<file path="src/rtl/cpu_stage_sequencer_pkg.sv">
// Shared stage encodings, instruction type codes and memory command payload
// for the multi-cycle CPU stage sequencer.
package cpu_stage_sequencer_pkg;

  localparam int unsigned XLEN             = 32;
  localparam int unsigned STAGE_WIDTH      = 3;
  localparam int unsigned INSTR_TYPE_WIDTH = 5;

  typedef enum logic [STAGE_WIDTH-1:0] {
    STAGE_IDLE            = 3'd0,
    STAGE_FETCH           = 3'd1,
    STAGE_DECODE          = 3'd2,
    STAGE_EXECUTE         = 3'd3,
    STAGE_MEMORY          = 3'd4,
    STAGE_REGISTER_UPDATE = 3'd5,
    STAGE_HALTED          = 3'd6
  } stage_e;

  localparam logic [INSTR_TYPE_WIDTH-1:0] INSTR_NO_OP          = 5'd0;
  localparam logic [INSTR_TYPE_WIDTH-1:0] INSTR_LOAD_IMMEDIATE = 5'd1;
  localparam logic [INSTR_TYPE_WIDTH-1:0] INSTR_LOAD           = 5'd2;
  localparam logic [INSTR_TYPE_WIDTH-1:0] INSTR_STORE          = 5'd3;
  localparam logic [INSTR_TYPE_WIDTH-1:0] INSTR_ALU_OP         = 5'd4;
  localparam logic [INSTR_TYPE_WIDTH-1:0] INSTR_JUMP           = 5'd5;
  localparam logic [INSTR_TYPE_WIDTH-1:0] INSTR_HALT           = 5'd6;

  typedef struct packed {
    logic            req;
    logic            we;
    logic [XLEN-1:0] addr;
  } mem_cmd_t;

  function automatic logic is_defined_type(input logic [INSTR_TYPE_WIDTH-1:0] t);
    case (t)
      INSTR_NO_OP, INSTR_LOAD_IMMEDIATE, INSTR_LOAD, INSTR_STORE,
      INSTR_ALU_OP, INSTR_JUMP, INSTR_HALT: return 1'b1;
      default:                              return 1'b0;
    endcase
  endfunction

endpackage

</file>
<file path="src/rtl/cpu_stage_sequencer_mem_wait_timer.sv">
// Counts consecutive cycles a memory request waits for ready; flags expiry on
// the MEM_TIMEOUT-th unanswered cycle.
module cpu_stage_sequencer_mem_wait_timer #(
  parameter int unsigned MEM_TIMEOUT = 16
) (
  input  logic clk,
  input  logic rst,
  input  logic clear,
  input  logic tick,
  output logic expired_c
);

  localparam int unsigned CW = (MEM_TIMEOUT > 2) ? $clog2(MEM_TIMEOUT) : 1;

  logic [CW-1:0] cnt_q;

  assign expired_c = tick && (cnt_q == CW'(MEM_TIMEOUT - 1));

  always_ff @(posedge clk or negedge rst) begin
    if (!rst) begin
      cnt_q <= '0;
    end else if (clear) begin
      cnt_q <= '0;
    end else if (tick && !expired_c) begin
      cnt_q <= cnt_q + CW'(1);
    end
  end

endmodule

</file>
<file path="src/rtl/cpu_stage_sequencer.sv">
// Multi-cycle stage FSM: owns PC and instruction register, sequences
// FETCH/DECODE/EXECUTE/MEMORY/REGISTER_UPDATE and handshakes with memory.
module cpu_stage_sequencer
  import cpu_stage_sequencer_pkg::*;
#(
  parameter logic [31:0] PC_RESET    = 32'h0000_0000,
  parameter int unsigned MEM_TIMEOUT = 16
) (
  input  logic                        clk,
  input  logic                        rst,
  input  logic                        start,
  input  logic                        mem_ready,
  input  logic [XLEN-1:0]             mem_rdata,
  output logic                        mem_req,
  output logic                        mem_we,
  output logic [XLEN-1:0]             mem_addr,
  input  logic [XLEN-1:0]             data_addr,
  input  logic [XLEN-1:0]             jump_cond,
  input  logic [XLEN-1:0]             jump_target,
  output logic [STAGE_WIDTH-1:0]      stage,
  output logic [INSTR_TYPE_WIDTH-1:0] current_instruction_type,
  output logic [XLEN-1:0]             instr,
  output logic [XLEN-1:0]             load_data,
  output logic [XLEN-1:0]             pc,
  output logic                        halted,
  output logic                        fault,
  output logic [XLEN-1:0]             retired
);

  stage_e                      state_q, state_d;
  logic [XLEN-1:0]             pc_q, pc_d;
  logic [XLEN-1:0]             instr_q, instr_d;
  logic [XLEN-1:0]             load_q, load_d;
  logic [XLEN-1:0]             retired_q, retired_d;
  logic                        fault_q, fault_d;
  logic                        halted_q;
  logic [INSTR_TYPE_WIDTH-1:0] itype;
  mem_cmd_t                    cmd;
  logic                        waiting;
  logic                        timer_tick;
  logic                        timer_clear;
  logic                        expired_c;

  assign itype = instr_q[INSTR_TYPE_WIDTH-1:0];

  // Only FETCH and MEMORY own a request; ready elsewhere is ignored.
  assign waiting     = (state_q == STAGE_FETCH) || (state_q == STAGE_MEMORY);
  assign timer_tick  = waiting && !mem_ready;
  assign timer_clear = !waiting || mem_ready;

  cpu_stage_sequencer_mem_wait_timer #(
    .MEM_TIMEOUT(MEM_TIMEOUT)
  ) u_timer (
    .clk      (clk),
    .rst      (rst),
    .clear    (timer_clear),
    .tick     (timer_tick),
    .expired_c(expired_c)
  );

  always_ff @(posedge clk or negedge rst) begin
    if (!rst) begin
      state_q   <= STAGE_IDLE;
      pc_q      <= PC_RESET;
      instr_q   <= '0;
      load_q    <= '0;
      retired_q <= '0;
      fault_q   <= 1'b0;
      halted_q  <= 1'b0;
    end else begin
      state_q   <= state_d;
      pc_q      <= pc_d;
      instr_q   <= instr_d;
      load_q    <= load_d;
      retired_q <= retired_d;
      fault_q   <= fault_d;
      halted_q  <= (state_d == STAGE_HALTED);
    end
  end

  always_comb begin
    state_d   = state_q;
    pc_d      = pc_q;
    instr_d   = instr_q;
    load_d    = load_q;
    retired_d = retired_q;
    fault_d   = fault_q;
    cmd       = '0;
    case (state_q)
      STAGE_IDLE: begin
        if (start) state_d = STAGE_FETCH;
      end
      STAGE_FETCH: begin
        cmd.req  = 1'b1;
        cmd.addr = pc_q;
        if (mem_ready) begin
          instr_d = mem_rdata;
          state_d = STAGE_DECODE;
        end else if (expired_c) begin
          fault_d = 1'b1;
          state_d = STAGE_HALTED;
        end
      end
      STAGE_DECODE: begin
        if (itype == INSTR_HALT) begin
          state_d = STAGE_HALTED;
        end else if (!is_defined_type(itype)) begin
          fault_d = 1'b1;
          state_d = STAGE_HALTED;
        end else begin
          state_d = STAGE_EXECUTE;
        end
      end
      STAGE_EXECUTE: begin
        if (itype == INSTR_LOAD || itype == INSTR_STORE) state_d = STAGE_MEMORY;
        else                                            state_d = STAGE_REGISTER_UPDATE;
      end
      STAGE_MEMORY: begin
        cmd.req  = 1'b1;
        cmd.we   = (itype == INSTR_STORE);
        cmd.addr = data_addr;
        if (mem_ready) begin
          if (itype == INSTR_LOAD) load_d = mem_rdata;
          state_d = STAGE_REGISTER_UPDATE;
        end else if (expired_c) begin
          fault_d = 1'b1;
          state_d = STAGE_HALTED;
        end
      end
      STAGE_REGISTER_UPDATE: begin
        if (itype == INSTR_JUMP && jump_cond != '0) pc_d = jump_target;
        else                                       pc_d = pc_q + 32'd1;
        retired_d = retired_q + 32'd1;
        state_d   = STAGE_FETCH;
      end
      STAGE_HALTED: begin
        state_d = STAGE_HALTED;
      end
      default: begin
        state_d = STAGE_IDLE;
      end
    endcase
  end

  assign mem_req                  = cmd.req;
  assign mem_we                   = cmd.we;
  assign mem_addr                 = cmd.addr;
  assign stage                    = state_q;
  assign current_instruction_type = itype;
  assign instr                    = instr_q;
  assign load_data                = load_q;
  assign pc                       = pc_q;
  assign halted                   = halted_q;
  assign fault                    = fault_q;
  assign retired                  = retired_q;

endmodule

</file>
<file path="config.mk">
export PLATFORM = sky130hd
export DESIGN_NAME = cpu_stage_sequencer
export DESIGN_NICKNAME = d
export VERILOG_FILES = /design/src/rtl/cpu_stage_sequencer_pkg.sv /design/src/rtl/cpu_stage_sequencer_mem_wait_timer.sv /design/src/rtl/cpu_stage_sequencer.sv
export SDC_FILE = /design/constraint.sdc
export NUM_CORES = 1
export LEC_CHECK = 0
export CAP_MARGIN = 5
export CORE_MARGIN = 4
export CORE_UTILIZATION = 44
export DETAILED_ROUTE_END_ITERATION = 16
export PLACE_DENSITY = 0.87
export SLEW_MARGIN = 20
export SYNTH_ARGS = -nofsm -noshare
export SYNTH_HDL_FRONTEND = slang
export SYNTH_HIERARCHICAL = 1
export SYNTH_SLANG_ARGS = --single-unit
</file>
<file path="constraint.sdc">
create_clock -name clk -period 5.8 [get_ports clk]
set_input_delay 1.16 -clock clk [delete_from_list [all_inputs] [get_ports clk]]
set_output_delay 1.16 -clock clk [all_outputs]
set_load 0.05 [all_outputs]
</file>
==> impl_metrics.ini <==
[floorplanning]
start_util_pct = 45.4
die_x_um = 134
coreArea_um2 = 15400
row_count = 45
pin_count = 304
dieArea_um2 = 17900
fp.dieH_um = 134

[route]
antenna_left = 0
drt_first_iter_violations = 564
route.vias.total = 6389
routed_wl_mm = 22.9
wl_per_cell_um = 20.0
drc = 0
vias_per_cell = 5.57
drtPass1Iterations = 5

[power_and_ir_drop]
combPwrFrac_pct = 56.0
ir_worst_vdd_v = 0.000448
power_mw = 6.25
swShare_pct = 48.7
clkPwrFrac_pct = 18.8
p_int_mw = 3.21
switchingPower_mw = 3.04
seq_power_share_pct = 25.2
powerDensity_nw_per_um2 = 578
p_leak_nw = 4.56

[sta]
fin_crit_ns = 4.34
worst_pin_slew_ns = 0.915
final-setup-viol-count = 0
hold_viol = 0
relSlewSlack_pct = 38.9
slew_viol_final = 0
tns_ns = 0
clock-skew-final_ns = 0.0104
fin_crit_sh_pct = 74.8
fmax_ghz = 0.231
rsz0062_at_grt = no

[cts]
hold_buffers = 0
postCtsSetupRepairBufs = 0
clkLatencyLatePin_ns = 0.41
htree_num_levels = 4
cts_root_buf = clkbuf_16
cts_resized = 0
cts_tree = built
path_clk_slew_ns = 0.06
cts_sinks = 137
clockBufferDepth = 2
numCtsBuffers = 17

[synthesis]
seq_area_frac_synth_pct = 49.2
synthTopCellsByArea = dfrtp_1 49%, mux2_2 11%, a22o_1 4.0%
synth_cell_types = 61
synthArstFlopShare_pct = 100
synth_nets = 768
ys.flop_type = dfrtp_1
netlist_area_um2 = 6970
synthCells = 633
yosys_register_bits = 137
synth-edff-count = 0
syn_area_per_cell_um2 = 11.0
synth_top_cell_by_area = dfrtp_1
yosys_warnings = 6
synth_top_area_share_pct = 49.2

[flow_run]
maxCapViolCount = 0

[critical_path]
start_kind = flop
crit_chain = nor3b_4, buf_4, a22o_1, clkdlybuf4s50_1
timing.rr.end = halted
cp-end-kind = output pin
cp_max_fo = 20
crit_type = flop to output pin
cp_data_arrival_time_ns = 3.18
rrSetupSlack_ns = 2.39
cp.required_ns = 4.64
max_stage_delay_ns = 0.84
reg2reg_from = stage[0]
r2r_cells = 11
slowest_stage = nor3b_4

[global_routing]
grt_first_pass_wirelength_mm = 35.4
antenna_found_initial = 0
grt_start_max_net_pins = 83
grt_overflow_total = 0
grt_usage_pct = 25.0
grt_pass1_vias = 6413

[layout]
syn_to_final_growth_pct = 55.1
layout_common_cells = 302 x clkdlybuf4s50_1, 137 x dfrtp_1, 66 x mux2_2, 41 x nand2_1
layout_commonest_cell = clkdlybuf4s50_1
layout.nets = 1058
num_antenna_cells = 0
drive_gt1_share_pct = 13.6

[worst_hold_path]
min_to = retired[31]
holdPathStages = 1
min_from = retired[31]
hold_class = flop to flop

[outcome]
status = finished clean

[placement]
hpwl_mm = 16.8
port_buffers = 303
gp_congestion = 0.874
worst max-delay path, delay by kind of cell, from the launching register on:
kind | cells | cell delay (ns)
AO/OA/AOI/OAI | 1 | 0.17
buffers and inverters | 2 | 1.15
flip-flops | 1 | 0.60
AND/OR/NAND/NOR | 1 | 0.84
how the worst max path moves through the flow:
stage / from / end / slack [ns] / cells after the start
3_3_place_gp: stage[0] / mem_addr[6] / 1.71 / 5
3_5_place_dp: stage[0] / mem_addr[0] / 1.56 / 5
2_1_floorplan: stage[2] / mem_we / 2.58 / 4
4_1_cts: stage[0] / mem_addr[7] / 1.11 / 5
6_report: stage[2] / mem_addr[7] / 1.46 / 4
5_1_grt: stage[0] / mem_addr[7] / 1.30 / 5
synthesized netlist by cell type (all sizes together), types with 2 or more instances:
cell type  number
nor3b           2
buf            28
nor4           14
xnor2          24
mux2           67
and4            8
nor2b           6
mux2i          25
or2             2
clkbuf         16
nand2          41
and3           11
nor3           10
o22ai           4
nand2b          4
a22oi           5
a21oi          31
and2            8
o2bb2ai         2
a2bb2oi        15
or3             2
nand3          30
xor2            7
a22o           32
dfrtp         137
o21ai          12
inv            16
o211ai          2
ha              3
o22a            2
a31oi           3
nor2           16
nand4          34
flip-flops by register name, indices dropped and copies added (netlist names):
name           flops
u_timer/cnt_q      4
halted             1
fault              1
retired           32
stage              3
instr             32
pc                32
load_data         32
per-stage QoR:
stage / setup WS (ns) / cell area, µm² / util, % / std cells / hold slack (ns)
4_1_cts: 1.11 / 10800 / 70.3 / 1147 / 0.479
3_3_place_gp: 1.71 / 10200 / 66.1 / 1115 / 0.461
3_5_place_dp: 1.56 / 10200 / 66.1 / 1115 / 0.467
2_1_floorplan: 2.58 / 6970 / - / 633 / 0.535
6_report: 1.46 / 10800 / 70.3 / 1147 / 0.477
5_1_grt: 1.30 / 10800 / 70.3 / 1147 / 0.513
layout make-up:
class                      count  area [µm²]
clock inverter                15         215
clock buffer                  17         425
inverter                      16        60.1
tap                          211         264
sequential                   137        3430
fill                        1125        4560
multi-input combinational    436        3300
timing repair buffer         315        3120
per-layer routing:
layer  global-route usage, %  vias to the layer above  wire, µm
li1                        -                     2922         -
met1                    31.1                     3145      8920
met2                    43.0                      293     11700
met3                    6.56                       29      1790
met4                    7.60                        0       478
met5                       0                        -         0
power groups by stage:
stage                     clock network (mW)  logic [mW]  registers (mW)
after detailed placement                   0        3.50            1.58
after global placement                     0        3.46            1.56
after CTS                               1.19        3.51            1.57
after global routing                    1.24        3.63            1.61
final                                   1.17        3.50            1.57
after floorplan                            0        1.41            2.44
cells by family after synthesis:
family,after synthesis,share of synthesized area [%]
AO/OA/AOI/OAI,118,12.3
XOR/XNOR,31,3.89
adder cells (fa/ha/maj),3,0.538
buffers and inverters,60,3.91
flip-flops,137,49.2
multiplexers,92,14.5
AND/OR/NAND/NOR,192,15.7
No activity file was read; power rests on OpenSTA's default activity.
